### config.mk
export PLATFORM = sky130hd
export DESIGN_NAME = pc_fetch_flat
export DESIGN_NICKNAME = d
export VERILOG_FILES = /design/src/rtl/pc_fetch_if.sv /design/src/rtl/pc_fetch.sv /design/src/flat_wrapper.sv
export SDC_FILE = /design/constraint.sdc
export NUM_CORES = 1
export LEC_CHECK = 0
export CELL_PAD_IN_SITES_DETAIL_PLACEMENT = 1
export CELL_PAD_IN_SITES_GLOBAL_PLACEMENT = 2
export CORE_ASPECT_RATIO = 1.25
export CORE_MARGIN = 8
export CORE_UTILIZATION = 33
export CTS_BUF_LIST = sky130_fd_sc_hd__clkbuf_8
export DETAILED_ROUTE_END_ITERATION = 6
export PLACE_DENSITY = 0.89
export SYNTH_ARGS = -nofsm -noshare
export SYNTH_HDL_FRONTEND = slang
export SYNTH_SLANG_ARGS = --single-unit
### constraint.sdc
create_clock -name clk -period 6.3 [get_ports clk]
set_input_delay 1.89 -clock clk [delete_from_list [all_inputs] [get_ports clk]]
set_output_delay 1.89 -clock clk [all_outputs]
set_load 0.02 [all_outputs]
### src/rtl/pc_fetch_if.sv
// rtl/pc_fetch_if.sv - fetch-stage bundle: imem address/data, decode feedback and IF/ID outputs
interface pc_fetch_if;
  logic        stall;
  logic        branch_taken;
  logic [15:0] branch_offset;
  logic        jump;
  logic [25:0] jump_target;
  logic [31:0] instr_in;
  logic [31:0] addr;
  logic [31:0] if_pc;
  logic [31:0] if_instr;
  logic        if_valid;
  logic [15:0] fetch_count;

  modport master (
    input  stall, branch_taken, branch_offset, jump, jump_target, instr_in,
    output addr, if_pc, if_instr, if_valid, fetch_count
  );

  modport slave (
    output stall, branch_taken, branch_offset, jump, jump_target, instr_in,
    input  addr, if_pc, if_instr, if_valid, fetch_count
  );
endinterface

### src/rtl/pc_fetch.sv
// rtl/pc_fetch.sv - program counter, imem addressing and IF/ID register with stall and redirect
module pc_fetch #(
  parameter logic [31:0] RESET_PC   = 32'h0000_0000,
  parameter int          IMEM_BYTES = 128
) (
  input  logic         clk,
  input  logic         rst,
  pc_fetch_if.master   bus
);

  localparam logic [31:0] ADDR_MASK = 32'(IMEM_BYTES - 1);

  logic [31:0] pc;
  logic [31:0] if_pc_q;
  logic [31:0] if_instr_q;
  logic        if_valid_q;
  logic [15:0] fetch_count_q;

  logic [31:0] if_pc_plus4;
  logic [31:0] br_target;
  logic [31:0] jmp_target;
  logic [31:0] redirect_target;
  logic        redirect;

  // Targets are computed from the instruction sitting in IF/ID, not from pc.
  assign if_pc_plus4     = if_pc_q + 32'd4;
  assign br_target       = if_pc_plus4 + {{14{bus.branch_offset[15]}}, bus.branch_offset, 2'b00};
  assign jmp_target      = {if_pc_plus4[31:28], bus.jump_target, 2'b00};
  assign redirect        = if_valid_q && (bus.jump || bus.branch_taken);
  assign redirect_target = bus.jump ? jmp_target : br_target;

  // Only the memory address wraps; pc keeps counting in full.
  assign bus.addr        = pc & ADDR_MASK;
  assign bus.if_pc       = if_pc_q;
  assign bus.if_instr    = if_instr_q;
  assign bus.if_valid    = if_valid_q;
  assign bus.fetch_count = fetch_count_q;

  always_ff @(posedge clk or posedge rst) begin
    if (rst) begin
      pc            <= RESET_PC;
      if_pc_q       <= 32'h0;
      if_instr_q    <= 32'h0;
      if_valid_q    <= 1'b0;
      fetch_count_q <= 16'h0;
    end else if (redirect) begin
      pc         <= redirect_target;
      if_pc_q    <= 32'h0;
      if_instr_q <= 32'h0;
      if_valid_q <= 1'b0;
    end else if (!bus.stall) begin
      pc            <= pc + 32'd4;
      if_pc_q       <= pc;
      if_instr_q    <= bus.instr_in;
      if_valid_q    <= 1'b1;
      fetch_count_q <= fetch_count_q + 16'd1;
    end
  end

endmodule

### src/flat_wrapper.sv
// flat-port wrapper written by rule: the top's interface ports become plain ports
module pc_fetch_flat 
#(
  parameter logic [31:0] RESET_PC   = 32'h0000_0000,
  parameter int          IMEM_BYTES = 128
)
  (clk, rst, bus_stall, bus_branch_taken, bus_branch_offset, bus_jump, bus_jump_target, bus_instr_in, bus_addr, bus_if_pc, bus_if_instr, bus_if_valid, bus_fetch_count);
  pc_fetch_if bus_i ();
  input  logic clk;
  input  logic rst;
  input wire logic [$bits(bus_i.stall)-1:0] bus_stall;
  input wire logic [$bits(bus_i.branch_taken)-1:0] bus_branch_taken;
  input wire logic [$bits(bus_i.branch_offset)-1:0] bus_branch_offset;
  input wire logic [$bits(bus_i.jump)-1:0] bus_jump;
  input wire logic [$bits(bus_i.jump_target)-1:0] bus_jump_target;
  input wire logic [$bits(bus_i.instr_in)-1:0] bus_instr_in;
  output wire logic [$bits(bus_i.addr)-1:0] bus_addr;
  output wire logic [$bits(bus_i.if_pc)-1:0] bus_if_pc;
  output wire logic [$bits(bus_i.if_instr)-1:0] bus_if_instr;
  output wire logic [$bits(bus_i.if_valid)-1:0] bus_if_valid;
  output wire logic [$bits(bus_i.fetch_count)-1:0] bus_fetch_count;
  assign bus_i.stall = bus_stall;
  assign bus_i.branch_taken = bus_branch_taken;
  assign bus_i.branch_offset = bus_branch_offset;
  assign bus_i.jump = bus_jump;
  assign bus_i.jump_target = bus_jump_target;
  assign bus_i.instr_in = bus_instr_in;
  assign bus_addr = bus_i.addr;
  assign bus_if_pc = bus_i.if_pc;
  assign bus_if_instr = bus_i.if_instr;
  assign bus_if_valid = bus_i.if_valid;
  assign bus_fetch_count = bus_i.fetch_count;
  pc_fetch #(.RESET_PC(RESET_PC), .IMEM_BYTES(IMEM_BYTES)) u_core (.clk(clk), .rst(rst), .bus(bus_i));
endmodule
==> results.txt <==
----------------------------------------------------
[STA]
  Final period demand of the worst path ... 4.872 ns
  Setup skew after layout ... 0.01506 ns
  Final hold violations ... 0
  TNS Setup ... 0 ns
  Setup violation total in the final timing report ... 0
  Transition at the pin with the smallest max-transition slack ... 1.038 ns
  RSZ-0062 raised after global routing ... false
  Portion of the clock cycle consumed by the worst path in the final layout ... 77.33%
  Max Transition Viols Final ... 0
  Normalized max-slew margin ... 30.61%
  Highest clock frequency the design can meet ... 205.3 MHz

[Global route]
  Wire length of the first global-routing pass ... 43,060 um
  Aggregate global-route resource usage ... 18.84%
  Antenna violations before repair ... 1
  Total congestion overflow ... 0
  Number of global-route vias before repair ... 7,635
  Pin count of the biggest net entering global routing ... 68

[Floorplanning]
  Starting density of the core ... 33.57%
  Std cell rows ... 62
  Die area ... 28,620 um2
  Overall die height ... 187.2 um
  Top Ports ... 192
  Die Wd ... 152.9 um
  Area of the placeable core ... 23,040 um2

[Critical path]
  Setup Crit Path Kind ... primary input to flip-flop
  Crit path launch type ... primary input
  Critical Path Fanout Max ... 21
  Arrival time of data at the critical path endpoint ... 5.22 ns
  Required time reported for the critical path endpoint ... 6.65 ns
  Critical Path Sink Type ... flip-flop

[Finish]
  Fraction of final layout cells sized beyond drive strength 1 ... 5.273%
  Antenna diode count ... 0
  Layout Area Growth over Synthesis ... 28.73%
  Utilization after layout ... 43.22%
  Final net count ... 1,128
  Design Area, Final ... 9957 um2

[Job]
  Max-cap viol count ... 0

[Logic synthesis]
  Share of synthesized cell area in and, or, nand and nor gates ... 18.46%
  Sequential element share of the synthesized area ... 36.56%
  Combinational family with the most area after synthesis ... simple AND/OR/NAND/NOR gates
  EDFF count, synth ... 0
  Average footprint of a synthesized cell ... 8.932 um2
  Post-synthesis instance total ... 866
  Total of flip-flops plus latches after synthesis ... 113
  Xor/xnor cell area share of the yosys netlist ... 10.08%
  Most frequently used flop master after synthesis ... sky130_fd_sc_hd__dfrtp_1
  Multiplexer share of the synthesized area ... 9.220%
  Post-synthesis adder-cell area fraction ... 6.244%
  Complex-gate fraction of the synthesized area ... 13.33%
  Async SR Flop Fraction ... 100.0%
  Unique cell type count in the Yosys netlist ... 64
  Cell area after technology mapping ... 7735 um2
  Count of warnings emitted by yosys ... 0

[CTS]
  Cts bufs inserted ... 17
  Source-to-sink clock delay at the later pin of the worst-skew pair ... 0.45 ns
  TritonCTS clock tree ... done
  Post CTS Setup Buffer Count ... 0
  Number of buffers on the longest clock path ... 2
  Hold buffer count at CTS ... 0
  Number of H-tree levels ... 4
  Clock root buffer master ... sky130_fd_sc_hd__clkbuf_8
  Cells resized by post-CTS repair ... 0
  Total clock sinks ... 113
  Clock-pin slew on the worst setup and hold paths ... 0.09 ns

[Worst hold path]
  Worst min path class ... flip-flop to flip-flop

[Placement]
  Quantity of I/O buffers inserted on ports ... 166
  DP Wirelength ... 19,990 um
  Post-placement cell area ... 9527 um2
  GP Congestion ... 0.8595

[Drt]
  Via density ... 5.283
  Number of nets with antenna violations after detailed routing ... 0
  Total wirelength of the detailed-routed design ... 26,450 um
  Detailed Route Iter0 Violations ... 268
  Post-detailed-route DRC marker count ... 0
  1st-pass router iterations ... 4
  Overall via count from detail_route ... 6,931
  Avg WL per Cell ... 20.16 um

[Pwr]
  Largest voltage drop on the vdd net ... 0.1552 mV
  Leakage component of the power ... 4.358 nW
  P per Cell Area ... 398.7 nW/um2

[Status]
  Run status ... complete, no violations

----------------------------------------------------
## Yosys cell counts (14+ instances only)
library cell / count / area share [%]
sky130_fd_sc_hd__xnor2_1: 60 / 6.8
sky130_fd_sc_hd__dfrtp_1: 113 / 37
sky130_fd_sc_hd__xor2_1: 29 / 3.3
sky130_fd_sc_hd__nand2_1: 62 / 3.0
sky130_fd_sc_hd__nand3_1: 42 / 2.7
sky130_fd_sc_hd__inv_1: 21 / 1.0
sky130_fd_sc_hd__ha_1: 37 / 6.0
sky130_fd_sc_hd__o21ai_0: 32 / 2.1
sky130_fd_sc_hd__mux2i_1: 69 / 8.9
sky130_fd_sc_hd__clkbuf_1: 28 / 1.4
sky130_fd_sc_hd__and3_1: 14 / 1.1
sky130_fd_sc_hd__nand4_1: 24 / 1.9
sky130_fd_sc_hd__buf_4: 32 / 3.1
sky130_fd_sc_hd__a21oi_1: 48 / 3.1
sky130_fd_sc_hd__a211oi_1: 15 / 1.5
sky130_fd_sc_hd__nor2_1: 112 / 5.4
## registers in the layout (all words and copies together), names as in the netlist
signal / flops
u_core.bus.if_pc: 32
u_core.pc: 32
u_core.bus.fetch_count: 16
u_core.bus.if_valid: 1
u_core.bus.if_instr: 32
## stage by stage
step	worst slack (ns)	total power [mW]	hold slack (ns)	cells
2_1_floorplan	1.423	2.460	0.4718	890
3_3_place_gp	1.005	3.160	0.4587	1280
3_5_place_dp	0.9481	3.192	0.4633	1280
4_1_cts	1.444	4.006	0.4788	1312
5_1_grt	1.222	4.252	0.5208	1312
6_report	1.428	3.969	0.4735	1312
## path summary, 6_finish.rpt
kind / startpoint / end / slack (ns) / depth (start not counted)
worst max-delay path: bus_branch_offset[15] / u_core.pc[29] / 1.43 / 10
worst max register to register: u_core.bus.if_pc[4] / u_core.pc[30] / 2.09 / 13
worst min register to register: u_core.bus.fetch_count[15] / u_core.bus.fetch_count[15] / 0.47 / 1
min in group asynchronous: rst / u_core.bus.if_instr[12] / 1.98 / 2
max in group asynchronous: rst / u_core.bus.if_pc[7] / 3.42 / 3
worst min-delay path: u_core.bus.fetch_count[15] / u_core.bus.fetch_count[15] / 0.47 / 1
## per-layer routing
metal	vias to the layer above	GRT usage [%]	share of wire, %
met4	2	7.208	2.6
li1	3284	-	-
met3	42	5.039	5.9
met2	179	32.49	49
met1	3424	21.93	42
met5	-	0	0.038
## cell usage in the layout, fill, tap and decap left out, types with 4 or more instances in the layout
cell and count:
sky130_fd_sc_hd__nand4_1 24, sky130_fd_sc_hd__a21oi_1 48, sky130_fd_sc_hd__a211oi_1 15, sky130_fd_sc_hd__nor3_1 10, sky130_fd_sc_hd__nor4_1 5, sky130_fd_sc_hd__or3_1 7, sky130_fd_sc_hd__and2_1 5, sky130_fd_sc_hd__o211ai_1 4
sky130_fd_sc_hd__and4_1 7, sky130_fd_sc_hd__nand2_1 62, sky130_fd_sc_hd__mux2i_1 69, sky130_fd_sc_hd__conb_1 25, sky130_fd_sc_hd__and3_1 14, sky130_fd_sc_hd__o211a_1 4, sky130_fd_sc_hd__nand3_1 42, sky130_fd_sc_hd__inv_6 7
sky130_fd_sc_hd__ha_1 37, sky130_fd_sc_hd__o21a_1 4, sky130_fd_sc_hd__clkbuf_8 17, sky130_fd_sc_hd__dfrtp_1 113, sky130_fd_sc_hd__inv_1 20, sky130_fd_sc_hd__xnor2_1 60, sky130_fd_sc_hd__o21bai_1 5, sky130_fd_sc_hd__xor2_1 29
sky130_fd_sc_hd__clkdlybuf4s50_1 164, sky130_fd_sc_hd__buf_4 8, sky130_fd_sc_hd__a21o_1 11, sky130_fd_sc_hd__nor2b_1 5, sky130_fd_sc_hd__o21ai_0 32, sky130_fd_sc_hd__nor2_1 111
## layout make-up
cell class,count,area (um2)
Clock inverter,15,196.4
Tap cell,288,360.3
Multi-Input combinational cell,684,4547
Timing Repair Buffer,173,1707
Inverter,22,85.08
Clock buffer,17,234.0
Sequential cell,113,2828
Fill cell,2641,13080
## worst max-delay path: stages
cell                              delay [ns]
sky130_fd_sc_hd__clkdlybuf4s50_1        0.85
sky130_fd_sc_hd__ha_1                   0.63
sky130_fd_sc_hd__a21oi_1                0.23
sky130_fd_sc_hd__o21ai_1                0.13
sky130_fd_sc_hd__a211o_1                0.29
sky130_fd_sc_hd__a32o_1                 0.23
sky130_fd_sc_hd__or3b_2                 0.49
sky130_fd_sc_hd__mux2i_1                0.14
sky130_fd_sc_hd__o311ai_1               0.23
sky130_fd_sc_hd__nand2_1                0.08
## kinds of logic (layout without fill, tap and decap cells)
group                    Yosys count  in the layout
multiplexers                      71             71
flip-flops                       113            113
XOR/XNOR                          89             89
AO/OA/AOI/OAI                    157            157
buffers and inverters             93            227
other                              1             25
AND/OR/NAND/NOR                  304            304
adder cells (fa/ha/maj)           38             38
## report_power, final
group / internal, mW / switching [mW]
Clock: 0.404 / 0.378
Sequential: 0.941 / 0.333
Combinational: 0.849 / 1.06
Total: 2.19 / 1.78
Power figures use the tool's default switching activity.
==> RTL edit (config.mk and constraints unchanged) <==
Make the reset (`rst`) synchronous in one clocked block.
--- a/src/rtl/pc_fetch.sv
+++ b/src/rtl/pc_fetch.sv
@@ -36,7 +36,7 @@
   assign bus.if_valid    = if_valid_q;
   assign bus.fetch_count = fetch_count_q;
 
-  always_ff @(posedge clk or posedge rst) begin
+  always_ff @(posedge clk) begin
     if (rst) begin
       pc            <= RESET_PC;
       if_pc_q       <= 32'h0;
Formal check against the unedited RTL: differs if rst is asserted again (counterexample within 4 cycles, from zero or initial values and one cycle with rst high); with rst held inactive, the same outputs for 4 cycles.
==> RTL edit against the original RTL <==
Worst setup slack got worse by 75 ps. Utilization fell by 0.14 points. Design area fell by 4.9%. Cell count rose by 0.53%. Routed wire length fell by 4.5%. Largest cell class unchanged. Clock skew fell by 4.4 ps. First-iteration DRC count rose by 2.6%. Sequential cell count did not move. Area after synthesis fell by 5.6%.
Power is not compared: it rests on default switching activity, and its combinational part moved more than twofold at a synthesized area within 25%.
==> RTL edit: results (changes against the original RTL) <==
<table>
<tr><th>Metric</th><th>Value</th></tr>
<tr><th colspan="2">Layout</th></tr>
<tr><td>Fill count</td><td>2673 (+1.2%)</td></tr>
<tr><td>Proportion of layout cells with a drive suffix above 1</td><td>0.0580 (+0.00524)</td></tr>
<tr><td>Layout net count</td><td>1139 (+0.98%)</td></tr>
<tr><th colspan="2">Critical path</th></tr>
<tr><td>Crit path largest cell delay</td><td>890 ps (+40 ps)</td></tr>
<tr><td>Largest fanout on the critical path</td><td>22 (+4.8%)</td></tr>
<tr><td>Critical path data arrival time</td><td>5270 ps (+50 ps)</td></tr>
<tr><th colspan="2">Power and ir drop</th></tr>
<tr><td>Internal Dissipation</td><td>0.00129 W</td></tr>
<tr><td>Cell leakage power</td><td>3.81 nW</td></tr>
<tr><th colspan="2">Drt</th></tr>
<tr><td>Wire per inst</td><td>19.2 um (-5.0%)</td></tr>
<tr><td>Initial DRC count</td><td>275 (+2.6%)</td></tr>
<tr><td>Ratio of routed vias to standard cells</td><td>5.17 (-2.2%)</td></tr>
<tr><th colspan="2">Place</th></tr>
<tr><td>Placer Congestion</td><td>0.812 (-5.5%)</td></tr>
<tr><td>Worst slack at placement</td><td>929 ps (-19.2 ps)</td></tr>
<tr><td>Final HPWL DP</td><td>19200 um (-3.8%)</td></tr>
<tr><th colspan="2">Global route</th></tr>
<tr><td>First-pass GRT wire length</td><td>39700 um (-7.7%)</td></tr>
<tr><td>Total routing resource utilization after global routing</td><td>0.185 (-0.00358)</td></tr>
<tr><td>Via count of the first global-routing pass</td><td>7271 (-4.8%)</td></tr>
<tr><td>Pin count of the biggest net entering global routing</td><td>53 (-22%)</td></tr>
<tr><td>Number of antenna violations at the first check in global routing</td><td>2 (+1)</td></tr>
<tr><th colspan="2">Logic synthesis</th></tr>
<tr><td>Most area-consuming cells after synthesis</td><td>dfxtp_1, mux2i_1, nor2_1</td></tr>
<tr><td>Count of unique library cells instantiated by Yosys</td><td>67 (+4.7%)</td></tr>
<tr><td>Top cells by count, synth</td><td>nor2_1, dfxtp_1, mux2i_1</td></tr>
<tr><td>Fraction of the yosys area taken by sequential cells</td><td>0.310 (-0.0557)</td></tr>
<tr><td>Async set-reset flop share out of synthesis</td><td>0 (-1.00)</td></tr>
<tr><th colspan="2">CTS</th></tr>
<tr><td>Number of gates resized after CTS</td><td>0 (unchanged)</td></tr>
<tr><th colspan="2">Status</th></tr>
<tr><td>Run status</td><td>complete, no violations</td></tr>
<tr><th colspan="2">Timing</th></tr>
<tr><td>Least-Margin Pin Slew</td><td>1050 ps (+9.53 ps)</td></tr>
<tr><td>Worst Clk Skew</td><td>10.7 ps (-4.35 ps)</td></tr>
</table>
[RTL edit: cell count changes after synthesis, sizes merged, moves of 6 or more]
cell,change
xor2,+8
xnor2,-11
nor2,+15
o21ai,-6
dfrtp,-113
inv,-6
nand3,-11
a211oi,+10
dfxtp,+113
[RTL edit: final cells by class]
cell class | count | area (sq um) | area share
multi-input cells | 702 | 4700 | 0.497
flip-flops and latches | 113 | 2260 | 0.239
repair buffers | 172 | 1690 | 0.179
well taps | 283 | 354 | 0.0374
clock buffers | 17 | 234 | 0.0247
clock inverters | 15 | 159 | 0.0168
inverters | 16 | 60.1 | 0.00634
diodes | 1 | 2.50 | 0.000264
[RTL edit: cell families after synthesis]
logic type / synth area share
fa+ha+maj: 0.0662
compound gates: 0.165
simple gates: 0.204
xor+xnor: 0.103
flops: 0.310
mux: 0.0905
buf+inv: 0.0602
other cells: 0.000514
[RTL edit: worst min-delay path, delay by kind of cell, from the launching register on]
family	cells	cell delay [ps]
DFF	1	330
muxes	1	70
and+or+nand+nor	1	70
[RTL edit: worst paths after layout]
check | depth (start not counted) | start | slack, ps | end
worst max-delay path | 9 | bus_branch_offset[15] | 1350 | u_core.pc[31]
worst min-delay path | 2 | u_core.bus.if_instr[22] | 500 | u_core.bus.if_instr[22]
worst max register to register | 14 | u_core.bus.if_pc[2] | 1790 | u_core.pc[31]
worst min register to register | 2 | u_core.bus.if_instr[22] | 500 | u_core.bus.if_instr[22]
[RTL edit: power by group through the flow]
stage | clock [W] | combinational (W) | sequential, W
5_1_grt | 0.000760 | 0.000434 | 0.000800
4_1_cts | 0.000731 | 0.000403 | 0.000795
3_3_place_gp | 0 | 0.000394 | 0.000810
3_5_place_dp | 0 | 0.000400 | 0.000811
2_1_floorplan | 0 | 0.000235 | 0.000821
6_report | 0.000708 | 0.000399 | 0.000795
[RTL edit: layer usage]
metal | part of all wire | routed length [um] | vias up | GRT usage
met5 | 0.00087 | 22 | - | 0
met3 | 0.042 | 1060 | 35 | 0.0367
met2 | 0.52 | 13000 | 137 | 0.332
met1 | 0.42 | 10600 | 3299 | 0.213
li1 | - | - | 3342 | -
met4 | 0.022 | 548 | 4 | 0.0615
[RTL edit: per-stage QoR]
stage               hold WS (ps)  instances  total power [W]   util  instance area (sq um)
floorplan                    475        899          0.00106      -                   7390
global placement             472       1286          0.00120  0.413                   9070
detailed placement           483       1286          0.00121  0.413                   9070
CTS                          505       1318          0.00193  0.431                   9470
global route                 529       1318          0.00199  0.431                   9470
finish                       497       1319          0.00190  0.431                   9470
